### config.mk
export PLATFORM = sky130hd
export DESIGN_NAME = reg_file
export DESIGN_NICKNAME = d
export VERILOG_FILES = /design/src/rtl/reg_file_pkg.sv /design/src/rtl/reg_scoreboard.sv /design/src/rtl/reg_file.sv
export SDC_FILE = /design/constraint.sdc
export NUM_CORES = 2
export LEC_CHECK = 0
export ABC_CLOCK_PERIOD_IN_PS = 4700
export BUFFER_PORTS_ARGS = -buffer_cell sky130_fd_sc_hd__buf_2
export CORE_MARGIN = 4
export CORE_UTILIZATION = 35
export CTS_CLUSTER_DIAMETER = 120
export DETAILED_ROUTE_END_ITERATION = 16
export PLACE_DENSITY_LB_ADDON = 0.15
export SLEW_MARGIN = 20
export SYNTH_ARGS = -nofsm -noshare
export SYNTH_HDL_FRONTEND = slang
export SYNTH_SLANG_ARGS = --single-unit
### constraint.sdc
create_clock -name clk -period 4.7 [get_ports clk]
set_clock_uncertainty 0.1 [all_clocks]
set_input_delay 0.47 -clock clk [delete_from_list [all_inputs] [get_ports clk]]
set_output_delay 0.47 -clock clk [all_outputs]
set_load 0.01 [all_outputs]
### src/rtl/reg_file_pkg.sv
// Shared sizing, address/data types and writeback bus struct for the
// integer register file and its pending-write scoreboard.
package reg_file_pkg;
  localparam int XLEN       = 32;
  localparam int NREG       = 32;
  localparam int REG_ADDR_W = 5;
  localparam int NRD        = 2;

  typedef logic [REG_ADDR_W-1:0] raddr_t;
  typedef logic [XLEN-1:0]       xdata_t;

  localparam raddr_t ZERO_REG = 5'd0;

  typedef struct packed {
    logic   vld;
    raddr_t rd;
    xdata_t data;
  } wb_req_t;
endpackage

### src/rtl/reg_scoreboard.sv
// Per-register pending-write bits: issue sets, flush or writeback clears,
// busy lookup for both ID read ports with writeback-cycle masking.
module reg_scoreboard
  import reg_file_pkg::*;
(
  input  logic               clk,
  input  logic               rst_i,
  input  logic               issue_i,
  input  raddr_t             issue_rd_i,
  input  logic               flush_i,
  input  wb_req_t            wb_i,
  input  raddr_t [NRD-1:0]   rs_addr_i,
  output logic   [NRD-1:0]   rs_busy_o
);
  logic [NREG-1:0] pend_q, pend_d;

  // Issue beats flush and writeback so a re-issued destination stays marked.
  always_comb begin
    pend_d = pend_q;
    for (int r = 1; r < NREG; r++) begin
      if (issue_i && issue_rd_i == raddr_t'(r))        pend_d[r] = 1'b1;
      else if (flush_i)                                pend_d[r] = 1'b0;
      else if (wb_i.vld && wb_i.rd == raddr_t'(r))     pend_d[r] = 1'b0;
    end
    pend_d[0] = 1'b0;
  end

  always_ff @(posedge clk or negedge rst_i) begin
    if (!rst_i) pend_q <= '0;
    else        pend_q <= pend_d;
  end

  for (genvar p = 0; p < NRD; p++) begin : g_busy
    assign rs_busy_o[p] = rst_i && pend_q[rs_addr_i[p]] &&
                          !(wb_i.vld && wb_i.rd == rs_addr_i[p]);
  end
endmodule

### src/rtl/reg_file.sv
// 32x32 architectural register file: two combinational read ports with
// same-cycle writeback bypass, one synchronous write port, pending scoreboard.
module reg_file
  import reg_file_pkg::*;
(
  input  logic              clk,
  input  logic              rst_i,
  input  logic [4:0]        rs1_addr_i,
  input  logic [4:0]        rs2_addr_i,
  output logic [XLEN-1:0]   rs1_data_o,
  output logic [XLEN-1:0]   rs2_data_o,
  input  logic [4:0]        rd_addr_i,
  input  logic [XLEN-1:0]   reg_write_data_i,
  input  logic              reg_write_i,
  input  logic              issue_i,
  input  logic [4:0]        issue_rd_i,
  input  logic              flush_i,
  output logic              rs1_busy_o,
  output logic              rs2_busy_o
);
  logic [NREG-1:0][XLEN-1:0] regs_q;
  wb_req_t                   wb;
  raddr_t  [NRD-1:0]         rs_addr;
  xdata_t  [NRD-1:0]         rs_data;
  logic    [NRD-1:0]         rs_busy;

  assign wb.vld  = reg_write_i;
  assign wb.rd   = rd_addr_i;
  assign wb.data = reg_write_data_i;

  assign rs_addr    = {rs2_addr_i, rs1_addr_i};
  assign rs1_data_o = rs_data[0];
  assign rs2_data_o = rs_data[1];
  assign rs1_busy_o = rs_busy[0];
  assign rs2_busy_o = rs_busy[1];

  always_ff @(posedge clk or negedge rst_i) begin
    if (!rst_i) regs_q <= '0;
    else if (wb.vld && wb.rd != ZERO_REG) regs_q[wb.rd] <= wb.data;
  end

  // Bypass is gated by reset so outputs read zero while rst_i is low.
  for (genvar p = 0; p < NRD; p++) begin : g_rd
    always_comb begin
      rs_data[p] = regs_q[rs_addr[p]];
      if (rs_addr[p] == ZERO_REG || !rst_i)
        rs_data[p] = '0;
      else if (wb.vld && wb.rd == rs_addr[p])
        rs_data[p] = wb.data;
    end
  end

  reg_scoreboard u_sb (
    .clk        (clk),
    .rst_i      (rst_i),
    .issue_i    (issue_i),
    .issue_rd_i (issue_rd_i),
    .flush_i    (flush_i),
    .wb_i       (wb),
    .rs_addr_i  (rs_addr),
    .rs_busy_o  (rs_busy)
  );
endmodule
# ---- After elaboration in Yosys (flattened, before gate mapping)
# Cells that the tools add are included.
dict set report classes {
  n_eq_ne 64
  reduce_logical 109
  mux 108
  n_lt_le_gt_ge 4
}
# operator count
set op_table {}
lappend op_table {{$bwmux W1024} 1}
lappend op_table {{$bmux W32 S5} 2}
lappend op_table {{$mux W32} 7}
lappend op_table {{$demux W32 S5} 1}
lappend op_table {{$eq A5 B5 Y1 const B} 32}
lappend op_table {{$mux W1} 95}
lappend op_table {{$reduce_bool A3 Y1} 31}
lappend op_table {{$eq A5 B4 Y1 const B} 16}
lappend op_table {{$logic_and A1 B1 Y1} 70}
lappend op_table {{$eq A5 B3 Y1 const B} 8}
lappend op_table {{$eq A5 B2 Y1 const B} 4}
lappend op_table {{$lt A5 B6 Y1 const B} 3}
lappend op_table {{$bmux W1 S5} 2}
lappend op_table {{$eq A5 B1 Y1 const B} 2}
lappend op_table {{$eq A5 B5 Y1} 2}
lappend op_table {{$logic_not A5 Y1} 2}
lappend op_table {{$ge A5 B1 Y1 const B} 1}
lappend op_table {{$reduce_bool A5 Y1} 1}
lappend op_table {{$logic_not A1 Y1} 3}
lappend op_table {{$logic_or A1 B1 Y1} 2}
dict set report word_totals {
  wordCells 348
  inputBits 57
  output_inout_bits 66
  ff_bits 1055
}

# ---- Longest topological paths before layout
dict set report logic_depth {
  ltp_word 5
  mapped_depth 9
  ltp_nobuf 5
}

# ---- By module
# A second synthesis with hierarchy kept.
dict set report unflattened {
  cells_unflattened 4054
  hier_area_um2 57435.1
}
# mod instances seq_area_each_um2 cells_per_inst area_each_um2
set by_module_without_submodules {}
lappend by_module_without_submodules {reg_file 1 25624.6 3834 55279.3}
lappend by_module_without_submodules {reg_scoreboard 1 775.7 220 2155.8}

# ---- Worst setup path after synthesis
# Ideal clock, no wire load.
dict set report synth_timing {
  kind {input-to-output}
  start {input rs2_addr_i[1]}
  end {output rs2_data_o[20]}
  required_time_ns 4.130
  t_arrival_ns 2.142
  setup_slack_ns 1.988
  path_buffers 3
  path_stages 7
  cell_sequence {buf_2 > buf_2 > clkbuf_1 > mux2_2 > o221ai_1 > o21ai_1 > a221o_1}
}
dict set report synth_between {
  elab_chain_cells 4
  word_cells_on_any_way 8
  cone_classes {eq/ne: 1; mux: 4; reduce/logical: 3}
}
# item line
set synth_rtl {}
lappend synth_rtl {{from (decl)} reg_file.sv:9} ;# input logic [4:0] rs2_addr_i,
lappend synth_rtl {{$bmux W32 S5 / $eq A5 B5 Y1 (equally long branches)} {reg_file.sv:45, reg_file.sv:48}}
lappend synth_rtl {{$mux W32 (implied by the code) / $logic_and A1 B1 Y1 (equally long branches)} {reg_file.sv:45, reg_file.sv:48}}
lappend synth_rtl {{$mux W32} reg_file.sv:48} ;# else if (wb.vld && wb.rd == rs_addr[p])
lappend synth_rtl {{$mux W32 (*)} reg_file.sv:46} ;# if (rs_addr[p] == ZERO_REG || !rst_i)
lappend synth_rtl {{to (decl)} reg_file.sv:11} ;# output logic [XLEN-1:0] rs2_data_o,
# Every way passes the cells marked *; elsewhere a longest branch is shown, timed or not. The select of a mux whose other input is x is not followed.

# ---- Final worst setup path
dict set report layout_timing {
  start {input rs2_addr_i[2]}
  end {output rs2_data_o[30]}
}
# Same word-level chain as after synthesis.

==> metrics.txt <==
WL met2 90600 µm; wire per inst 31.3 µm; Final Max Tran Viols 0; Synth area leader dfrtp_1; Max Clk Rate 0.266 GHz; Total Neg Setup Slack 0 ns; hold_buf cts 5; VDD IR max 385 µV; GRT Total Usage 22.8%; final wirelength 194000 µm; worst r2r dst regs_q[395]; period utilization 79.9%; max cap viols 0; TritonCTS clock tree built; number of global-route vias before repair 38400; net total in the final layout 3983; global-route wire length before repair 283000 µm; Int Power 19500 µW; P&R area growth vs syn 12.1%; relative slew slack 26.6%; Horiz. Die Dim 412 µm; routed vias/inst 5.99; initial antenna violation count 11; antenna-violating nets left 0; reg2reg start regs_q[395]; total power 27100 µW; synth warn 0; Post-DP Area 59900 µm²; Syn Nets 4079; Arr. time, crit path 3.18 ns; top sig layer met4; #FFs+latches synth 1055; H-tree lvl count 4; crit path launch rs2_addr_i[2]; Post-CTS Resized 0; Die Area 170000 µm²; Num CTS Buffers 130; share of cells above drive strength 1 44.4%; cell row count 148; fin util 39.5%; dpl hpwl 109000 µm; crit start category input pin; post-synth design cell area 57200 µm²; worst r2r path cells 1; post-route insts no fill 6207; ys flop type dfrtp_1; WL met1 88800 µm; die height 412 µm; RSZ-0062 raised after global routing no; WS Path Type input pin to output port; CORE AREA 163000 µm²; Final setup viols 0; Worst-Margin Slew 1.10 ns; Clock power frac 36.7%; crit end category output port; CTS root buffer clkbuf_16; Async SR Flop Fraction 100%; DR pass1 iterations 5; flop2flop setup slack 3.77 ns; Clock Sink Count 1055; grt ovf 0; part of the power in registers 44.1%; crit-path max FO 36; combinational share of power 19.3%; Leakage 0.0275 µW; largest net degree at the start of global routing 160; outcome finished clean; top cells by area, synth dfrtp_1 (46%), mux2_2 (18%), mux4_2 (15%); DRC violations left 0; worst hold path class input pin to flip-flop; Post-Synthesis Cells 4022; sequential share of the synthesized area 46.1%; Sw Ratio 28.0%; Post-synth EDFFs 0; WL met3 9900 µm; fin crit period 3.75 ns; Yosys cell types 50; critical path required time 4.13 ns; Avg Inst Size Synth 14.2 µm²; Pwr per Cell Area 423 nW/µm²; initial core utilization 35.2%; Net Switching 7590 µW; DR iter-0 viols 2781; placed instance count 5964; Design Area, Final 64200 µm²; clk_lat worst skew 0.75 ns; CTS Buffer Depth 3; Yosys top cell area share 46.1%; Final Hold Viols 0; IO Pins 123; # Post-CTS Setup Buffers 0; # fillers 15300; DR vias 37200; PortBufs 122; gpl congestion 0.761; Setup crit end rs2_data_o[30]; clk slew on worst S/H paths 0.06 ns; hold depth 4
==> layout make-up <==
cell class	count	area (µm²)	share of cell area [%]
multi-input combinational	2480	28800	44.8
sequential	1055	26400	41.1
clock inverter	33	343	0.534
tap	2175	2720	4.24
antenna	8	20.0	0.0312
timing repair buffer	238	2020	3.16
inverter	21	81.3	0.127
clock buffer	197	3820	5.95
==> layout by cell type (no fill, tap or decap), drive strengths merged, types with 3 or more instances in the layout <==
master       instances
a211oi              60
a21oi               31
a221o               62
a221oi             126
a22oi               95
buf                232
bufinv               3
clkbuf             198
clkinv              18
dfrtp             1055
diode                8
dlygate4sd3          5
inv                 31
mux2              1055
mux2i              292
mux4               373
nand2               28
nand2b               6
nand3                7
nand3b              15
nand4                5
nand4b               3
nor2                88
nor2b               41
nor3                 5
nor3b                3
o21ai              111
o221ai              31
o32ai               16
or2                  3
or3                  4
xnor2                8
==> sequential cells by signal, summed over array words and instances, names as in the netlist <==
signal / flops
regs_q: 1024
u_sb.pend_q: 31
==> power by group through the flow <==
stage	sequential [µW]	clock (µW)	combinational (µW)
floorplan	11700	0	3980
finish	12000	9950	5230
global route	12200	10600	5660
detailed placement	12100	0	5260
global placement	12000	0	5200
CTS	11900	10200	5270
==> worst min path at each step <==
| stage | startpoint | end |
|---|---|---|
| 2_1_floorplan | rst_i | regs_q[0] |
| 3_3_place_gp | regs_q[23] | regs_q[23] |
| 3_5_place_dp | regs_q[12] | regs_q[12] |
| 4_1_cts | issue_rd_i[0] | u_sb.pend_q[12] |
| 5_1_grt | issue_rd_i[4] | u_sb.pend_q[28] |
| 6_report | issue_rd_i[0] | u_sb.pend_q[12] |
==> synthesized netlist by cell type, types with 29 or more instances <==
master	n
o21ai_0	47
nor2b_1	41
buf_2	149
clkbuf_1	241
a221oi_1	126
mux2_2	936
mux4_2	373
buf_6	32
buf_4	29
a22oi_1	95
a21oi_1	31
dfrtp_1	1055
o221ai_1	31
o21ai_1	64
a211oi_1	60
a221o_1	62
mux2i_1	292
mux2_1	119
nor2_1	86
==> per-layer routing <==
layer  up-vias  GRT usage (%)
met5         -              0
met4         0           6.43
met3       298           3.59
met2      1091           36.1
met1     20300           32.6
li1      15500              -
==> critical path, cell delays in order <==
cell and delay (ns):
buf_4 0.58, nor2b_4 0.28, buf_12 0.30, a221oi_1 0.29, o21ai_1 0.09, and4_1 0.19, nor4_1 0.59, buf_2 0.25
==> through the flow <==
step	setup slack [ns]	hold WS [ns]
2_1_floorplan	1.99	0.0744
3_3_place_gp	0.888	0.279
3_5_place_dp	0.988	0.283
4_1_cts	0.981	0.00342
5_1_grt	0.879	0.0651
6_report	0.947	0.0619
==> kinds of logic (layout without fill, tap and decap cells) <==
logic type | count (synthesis) | in the layout | share of synthesized area [%]
and+or+nand+nor | 213 | 213 | 1.90
muxes | 1720 | 1720 | 40.6
buffers and inverters | 487 | 489 | 4.13
AOI/OAI and AO/OA | 537 | 537 | 7.10
xor gates and xnor gates | 10 | 10 | 0.166
other | 0 | 8 | 0
DFF | 1055 | 1055 | 46.1
Note: power is estimated with default switching activity, not from simulation.
